===== src/rtl/uart_pkg.sv =====
// Shared types and constants for the parametrised UART transmitter.
// Optional parity support is compiled in with the UART_TX_PARITY_EN macro.
package uart_pkg;

  typedef enum logic [2:0] {
    IDLE   = 3'd0,
    START  = 3'd1,
    DATA   = 3'd2,
    PARITY = 3'd3,
    STOP   = 3'd4
  } uart_tx_state_t;

  localparam logic UART_IDLE_LEVEL  = 1'b1;
  localparam logic UART_START_LEVEL = 1'b0;

  // Parity over the low nbits of data; odd=1 gives odd parity, odd=0 even parity.
  function automatic logic calc_parity(input logic [8:0] data, input int nbits, input logic odd);
    logic p;
    p = odd;
    for (int i = 0; i < 9; i++) begin
      if (i < nbits) begin
        p = p ^ data[i];
      end
    end
    return p;
  endfunction

endpackage


===== src/rtl/uart_tx_fifo.sv =====
// Synchronous word FIFO feeding the UART transmitter.
// Synchronous active-low reset; full/empty flags come from the registered count,
// so a pop in the same cycle never opens a slot for a simultaneous push.
module uart_tx_fifo #(
  parameter int WIDTH = 8,
  parameter int DEPTH = 4
) (
  input  logic                     clk,
  input  logic                     rst_n,
  input  logic                     push,
  input  logic                     pop,
  input  logic [WIDTH-1:0]         wdata,
  output logic [WIDTH-1:0]         rdata,
  output logic                     full,
  output logic                     empty,
  output logic [$clog2(DEPTH):0]   count
);

  localparam int AW = $clog2(DEPTH);
  localparam logic [AW:0] FULL_COUNT = (AW+1)'(DEPTH);

  logic [WIDTH-1:0] mem_r [DEPTH];
  logic [AW-1:0]    wr_ptr_r;
  logic [AW-1:0]    rd_ptr_r;
  logic [AW:0]      count_r;
  logic             do_push_s;
  logic             do_pop_s;

  assign full      = (count_r == FULL_COUNT);
  assign empty     = (count_r == '0);
  assign count     = count_r;
  assign rdata     = mem_r[rd_ptr_r];
  assign do_push_s = push && !full;
  assign do_pop_s  = pop && !empty;

  // Storage array: written on every accepted push.
  always_ff @(posedge clk) begin
    if (do_push_s) begin
      mem_r[wr_ptr_r] <= wdata;
    end
  end

  // Pointer and occupancy bookkeeping; simultaneous push and pop leaves count unchanged.
  always_ff @(posedge clk) begin
    if (!rst_n) begin
      wr_ptr_r <= '0;
      rd_ptr_r <= '0;
      count_r  <= '0;
    end else begin
      if (do_push_s) begin
        wr_ptr_r <= wr_ptr_r + AW'(1);
      end
      if (do_pop_s) begin
        rd_ptr_r <= rd_ptr_r + AW'(1);
      end
      case ({do_push_s, do_pop_s})
        2'b10:   count_r <= count_r + (AW+1)'(1);
        2'b01:   count_r <= count_r - (AW+1)'(1);
        default: count_r <= count_r;
      endcase
    end
  end

endmodule


===== src/rtl/uart_tx_param.sv =====
// Parametrised UART transmitter: FIFO-buffered, LSB-first, 1 or 2 stop bits,
// back-to-back frames. Define UART_TX_PARITY_EN to add a parity bit and the
// parity_odd port. Tx is registered one cycle behind the FSM state, so a word
// pushed at edge E drives the start bit from edge E+2 and TX_Done lines up with
// the last clock of the final stop bit on the wire.
module uart_tx_param
  import uart_pkg::*;
#(
  parameter int CLKS_PER_BIT = 4,
  parameter int DATA_BITS    = 8,
  parameter int STOP_BITS    = 1,
  parameter int FIFO_DEPTH   = 4
) (
  input  logic                          clk,
  input  logic                          rst_n,
  input  logic                          wr_en,
  output logic                          wr_ready,
  input  logic [DATA_BITS-1:0]          in_data,
`ifdef UART_TX_PARITY_EN
  input  logic                          parity_odd,
`endif
  output logic                          Tx,
  output logic                          TX_Done,
  output logic                          busy,
  output logic [$clog2(FIFO_DEPTH):0]   fifo_count
);

  localparam int CW = $clog2(CLKS_PER_BIT);
  localparam int BW = $clog2(DATA_BITS);
  localparam logic [CW-1:0] CNT_LAST  = CW'(CLKS_PER_BIT - 1);
  localparam logic [BW-1:0] BIT_LAST  = BW'(DATA_BITS - 1);
  localparam logic          STOP_LAST = (STOP_BITS == 2) ? 1'b1 : 1'b0;

  uart_tx_state_t         state_r;
  logic [CW-1:0]          cnt_r;
  logic [BW-1:0]          bit_r;
  logic                   stop_r;
  logic [DATA_BITS-1:0]   shift_r;
  logic                   tx_r;
  logic                   done_r;
  logic                   busy_r;
`ifdef UART_TX_PARITY_EN
  logic                   parity_r;
`endif

  logic                   pop_s;
  logic                   tx_level_s;
  logic                   cnt_wrap_s;
  logic                   frame_end_s;
  logic [DATA_BITS-1:0]   fifo_rdata_s;
  logic                   fifo_full_s;
  logic                   fifo_empty_s;

  uart_tx_fifo #(
    .WIDTH (DATA_BITS),
    .DEPTH (FIFO_DEPTH)
  ) u_fifo (
    .clk   (clk),
    .rst_n (rst_n),
    .push  (wr_en),
    .pop   (pop_s),
    .wdata (in_data),
    .rdata (fifo_rdata_s),
    .full  (fifo_full_s),
    .empty (fifo_empty_s),
    .count (fifo_count)
  );

  assign wr_ready    = !fifo_full_s;
  assign Tx          = tx_r;
  assign TX_Done     = done_r;
  assign busy        = busy_r;
  assign cnt_wrap_s  = (cnt_r == CNT_LAST);
  assign frame_end_s = (state_r == STOP) && cnt_wrap_s && (stop_r == STOP_LAST);

  // Pop a word when idle, or on the last stop clock to chain the next frame.
  always_comb begin
    pop_s = 1'b0;
    if (state_r == IDLE) begin
      pop_s = !fifo_empty_s;
    end else if (frame_end_s) begin
      pop_s = !fifo_empty_s;
    end else begin
      pop_s = 1'b0;
    end
  end

  // Line level implied by the current FSM state.
  always_comb begin
    tx_level_s = UART_IDLE_LEVEL;
    case (state_r)
      IDLE:    tx_level_s = UART_IDLE_LEVEL;
      START:   tx_level_s = UART_START_LEVEL;
      DATA:    tx_level_s = shift_r[0];
`ifdef UART_TX_PARITY_EN
      PARITY:  tx_level_s = parity_r;
`endif
      STOP:    tx_level_s = UART_IDLE_LEVEL;
      default: tx_level_s = UART_IDLE_LEVEL;
    endcase
  end

  // Frame sequencer: bit timing, shifting, word loading and completion pulse.
  always_ff @(posedge clk) begin
    if (!rst_n) begin
      state_r  <= IDLE;
      cnt_r    <= '0;
      bit_r    <= '0;
      stop_r   <= 1'b0;
      shift_r  <= '0;
      done_r   <= 1'b0;
`ifdef UART_TX_PARITY_EN
      parity_r <= 1'b0;
`endif
    end else begin
      done_r <= 1'b0;
      case (state_r)
        IDLE: begin
          cnt_r <= '0;
          if (!fifo_empty_s) begin
            shift_r  <= fifo_rdata_s;
`ifdef UART_TX_PARITY_EN
            parity_r <= calc_parity(9'(fifo_rdata_s), DATA_BITS, parity_odd);
`endif
            state_r  <= START;
          end
        end
        START: begin
          if (cnt_wrap_s) begin
            cnt_r   <= '0;
            bit_r   <= '0;
            state_r <= DATA;
          end else begin
            cnt_r <= cnt_r + CW'(1);
          end
        end
        DATA: begin
          if (cnt_wrap_s) begin
            cnt_r   <= '0;
            shift_r <= shift_r >> 1;
            if (bit_r == BIT_LAST) begin
              bit_r   <= '0;
              stop_r  <= 1'b0;
`ifdef UART_TX_PARITY_EN
              state_r <= PARITY;
`else
              state_r <= STOP;
`endif
            end else begin
              bit_r <= bit_r + BW'(1);
            end
          end else begin
            cnt_r <= cnt_r + CW'(1);
          end
        end
`ifdef UART_TX_PARITY_EN
        PARITY: begin
          if (cnt_wrap_s) begin
            cnt_r   <= '0;
            stop_r  <= 1'b0;
            state_r <= STOP;
          end else begin
            cnt_r <= cnt_r + CW'(1);
          end
        end
`endif
        STOP: begin
          if (cnt_wrap_s) begin
            cnt_r <= '0;
            if (stop_r == STOP_LAST) begin
              stop_r <= 1'b0;
              done_r <= 1'b1;
              if (!fifo_empty_s) begin
                shift_r  <= fifo_rdata_s;
`ifdef UART_TX_PARITY_EN
                parity_r <= calc_parity(9'(fifo_rdata_s), DATA_BITS, parity_odd);
`endif
                state_r  <= START;
              end else begin
                state_r <= IDLE;
              end
            end else begin
              stop_r <= stop_r + 1'b1;
            end
          end else begin
            cnt_r <= cnt_r + CW'(1);
          end
        end
        default: begin
          state_r <= IDLE;
          cnt_r   <= '0;
        end
      endcase
    end
  end

  // Registered line driver and activity flag.
  always_ff @(posedge clk) begin
    if (!rst_n) begin
      tx_r   <= UART_IDLE_LEVEL;
      busy_r <= 1'b0;
    end else begin
      tx_r   <= tx_level_s;
      busy_r <= (state_r != IDLE) || !fifo_empty_s;
    end
  end

endmodule

===== config.mk =====
export PLATFORM = sky130hd
export DESIGN_NAME = uart_tx_param
export DESIGN_NICKNAME = d
export VERILOG_FILES = /design/src/rtl/uart_pkg.sv /design/src/rtl/uart_tx_fifo.sv /design/src/rtl/uart_tx_param.sv
export SDC_FILE = /design/constraint.sdc
export NUM_CORES = 1
export LEC_CHECK = 0
export CAP_MARGIN = 20
export CORE_ASPECT_RATIO = 1.75
export CORE_MARGIN = 5
export CORE_UTILIZATION = 62
export CTS_CLUSTER_DIAMETER = 120
export CTS_CLUSTER_SIZE = 12
export DETAILED_ROUTE_END_ITERATION = 10
export DONT_BUFFER_PORTS = 1
export PLACE_DENSITY = 0.8
export SLEW_MARGIN = 10
export SYNTH_ARGS = -nofsm -noshare
export SYNTH_HDL_FRONTEND = slang
export SYNTH_SLANG_ARGS = --single-unit

===== constraint.sdc =====
create_clock -name clk -period 2.5 [get_ports clk]
set_clock_uncertainty 0.1 [all_clocks]
set_input_delay 0.25 -clock clk [delete_from_list [all_inputs] [get_ports clk]]
set_output_delay 0.25 -clock clk [all_outputs]
set_load 0.005 [all_outputs]

==> flow_summary.ini <==
[run_status]
status = finished clean

[floorplanning]
core_um2 = 3870
die_y_um = 93.6
pin_count = 18
start_util_pct = 64.0
row_count = 30
die_area_um2 = 5410
fp.dieW_um = 57.8

[final_layout]
syn_to_final_growth_pct = 13.4
drive_gt1_share_pct = 17.1
final_nets = 231
num-fill-cells = 257
diodes = 0

[critical_path]
critPathLaunchType = register
regToRegSetupSlack_ns = 0.12
path_max_fanout = 3
crit_arrival_ns = 2.56
setup.worst_path.class = register to register
ff2ff_path_depth = 9
cp-end-kind = register
worst_ep_required_time_ns = 2.67

[worst_hold_path]
hp-class = input pin to register
hold_path_depth = 3

[grt]
grt_max_degree = 26
grt_pass1_wl_um = 7360
antenna_found_initial = 0
overflow = 0
grt_pass1_vias = 1543
grtUsageTotal_pct = 19.2

[synthesis]
synth_nets = 213
ys_warn_count = 0
async_flop_share_pct = 0
synth_cell_type_count = 39
synth_ff_type = edfxtp_1
ys_top_cells_by_area = edfxtp_1 (39%), dfxtp_1 (23%), mux4_2 (7.3%)
syn_area_um2 = 2470
ys_ff_latch = 60
synth_edf_count = 32
synth.top_cell.area_share_pct = 38.8
syn_avg_cell_area_um2 = 12.8
synth_most_common_cell = edfxtp_1
syn_inst = 193
seq_area_frac_synth_pct = 61.5
synth_commonest_cells = edfxtp_1 (32), dfxtp_1 (28), nand2_1 (20), nor2b_1 (10), o21ai_0 (10)
synth_area_leader_cell = edfxtp_1

[pwr]
peakVddDrop_mv = 0.846
leakage_nw = 1.03
power.share.clock_pct = 25.0
p_comb_share_pct = 27.6
power_density_nw_per_um2 = 1050
switching_share_pct = 31.7
power_frac_seq_pct = 47.3
power.internal_w = 0.00201
p_sw_w = 0.000934

[sta]
fin_crit_ns = 2.38
min_period_over_period_pct = 95.4
relSlewSlack_pct = 50.5
rsz0062_at_grt = false
tns_ns = 0
worst_slew_pin_slew_ns = 0.740
setup_violations = 0
drv_slew = 0
finalHoldViolCount = 0
fin_hold_ws_ns = 0.0973
fmax_mhz = 419

[cts]
clockBufferDepth = 2
clk_pin_slew_worst_paths_ns = 0.07
insertion_delay_ns = 0.34
cts_tree = built
cts-buffers-inserted = 9
post-cts-setup-buffers = 0
clock-sinks = 60
cts-root-buf = clkbuf_8
cts_max_level = 3

[job]
maxCapViolCount = 0

[detailed_routing]
ant_nets = 0
drc = 0
routedWlPerCell_um = 16.9
firstDrtPassIters = 6
wl_um = 4470
drtIter0Drc = 43
vias_per_cell = 5.73
vias = 1513

[placed_design]
dp_hpwl_um = 3030
place.gp.congestion = 0.778
io_buffers = 0
==> flip-flops by register name, indices dropped and copies added, names as in the netlist, named ones only <==
signal           flops
TX_Done              1
Tx                   1
bit_r                3
busy                 1
cnt_r                2
shift_r              8
state_r              3
u_fifo.count         3
u_fifo.mem_r        32
u_fifo.rd_ptr_r      2
u_fifo.wr_ptr_r      2
==> through the flow <==
stage | cell area, um2 | utilization (%) | cells | worst slack (ns) | total power (W)
after global routing | 2810 | 72.6 | 264 | 0.00654 | 0.00311
after global placement | 2540 | 65.8 | 239 | 0.216 | 0.00211
after CTS | 2800 | 72.4 | 264 | 0.0413 | 0.00293
after detailed placement | 2540 | 65.8 | 239 | 0.0653 | 0.00218
after floorplan | 2470 | - | 193 | 0.115 | 0.00200
final | 2810 | 72.6 | 264 | 0.116 | 0.00294
==> layer usage <==
metal | routed length, um | track usage, % | vias up
li1 | - | - | 733
met1 | 1680 | 18.2 | 736
met2 | 2470 | 33.3 | 31
met3 | 162 | 6.35 | 13
met4 | 160 | 13.5 | 0
met5 | 0 | 0 | -
==> what timing repair did <==
item | 4_1_cts | 5_1_grt
gates resized for setup | 0 | 4
endpoints found under the setup margin | 0 | 1
endpoints found under the hold margin | 58 | 0
hold buffers | 9 | 0
==> layout make-up <==
type	instances	area (um2)	share of cell area, %
clock buffer	9	124	4.41
timing repair buffer	16	143	5.08
inverter	8	30.0	1.07
multi-input combinational	116	886	31.6
sequential	60	1520	54.2
clock inverter	7	43.8	1.56
tap	48	60.1	2.14
==> placed cells by master (no fill, tap or decap), types with 2 or more instances in the layout <==
| cell | netlist | layout |
|---|---|---|
| nand2b_1 | 3 | 3 |
| buf_4 | 0 | 7 |
| o21ai_1 | 2 | 2 |
| a21boi_1 | 1 | 2 |
| xor2_1 | 2 | 2 |
| mux4_2 | 8 | 8 |
| nand2_1 | 20 | 20 |
| inv_1 | 8 | 8 |
| a31oi_1 | 8 | 8 |
| nor2b_1 | 10 | 10 |
| clkinvlp_4 | 0 | 2 |
| a21oi_1 | 2 | 2 |
| clkinv_2 | 0 | 4 |
| nor2_1 | 8 | 8 |
| o21ai_0 | 10 | 10 |
| xnor2_1 | 5 | 5 |
| ha_1 | 8 | 7 |
| and2_1 | 5 | 4 |
| clkbuf_8 | 0 | 9 |
| and3_1 | 5 | 5 |
| dlygate4sd3_1 | 0 | 9 |
| dfxtp_1 | 28 | 28 |
| edfxtp_1 | 32 | 32 |
| or3_1 | 2 | 2 |
| nand4_1 | 2 | 2 |
==> critical path: stages, from the launching register on <==
cell and delay (ns):
dfxtp_1 0.34, or3b_4 0.40, and2_4 0.18, inv_1 0.07
ha_2 0.19, inv_1 0.05, fa_1 0.37, xor2_1 0.16
or3_1 0.31, a21boi_1 0.15
==> logic make-up after synthesis <==
| family | after synthesis | share of synthesized area, % |
|---|---|---|
| buffers and inverters | 17 | 3.03 |
| XOR/XNOR | 7 | 2.48 |
| adder cells (fa/ha/maj) | 9 | 4.85 |
| flip-flops | 60 | 61.5 |
| AND/OR/NAND/NOR | 62 | 13.1 |
| multiplexers | 9 | 7.68 |
| AO/OA/AOI/OAI | 29 | 7.38 |
==> worst paths after layout <==
| kind | from | end |
|---|---|---|
| worst min register to register | cnt_r[0] | cnt_r[0] |
| worst max register to register | u_fifo.count[2] | u_fifo.count[2] |
| worst max-delay path | u_fifo.count[2] | u_fifo.count[2] |
| worst min-delay path | wr_en | u_fifo.wr_ptr_r[1] |
==> power groups by stage <==
stage               clock, W  sequential (W)  combinational [W]
floorplan                  0         0.00133           0.000671
global placement           0         0.00139           0.000716
detailed placement         0         0.00141           0.000767
CTS                 0.000742         0.00139           0.000796
global route        0.000802         0.00142           0.000888
finish              0.000737         0.00139           0.000812
Note: power is estimated with default switching activity, not from simulation.
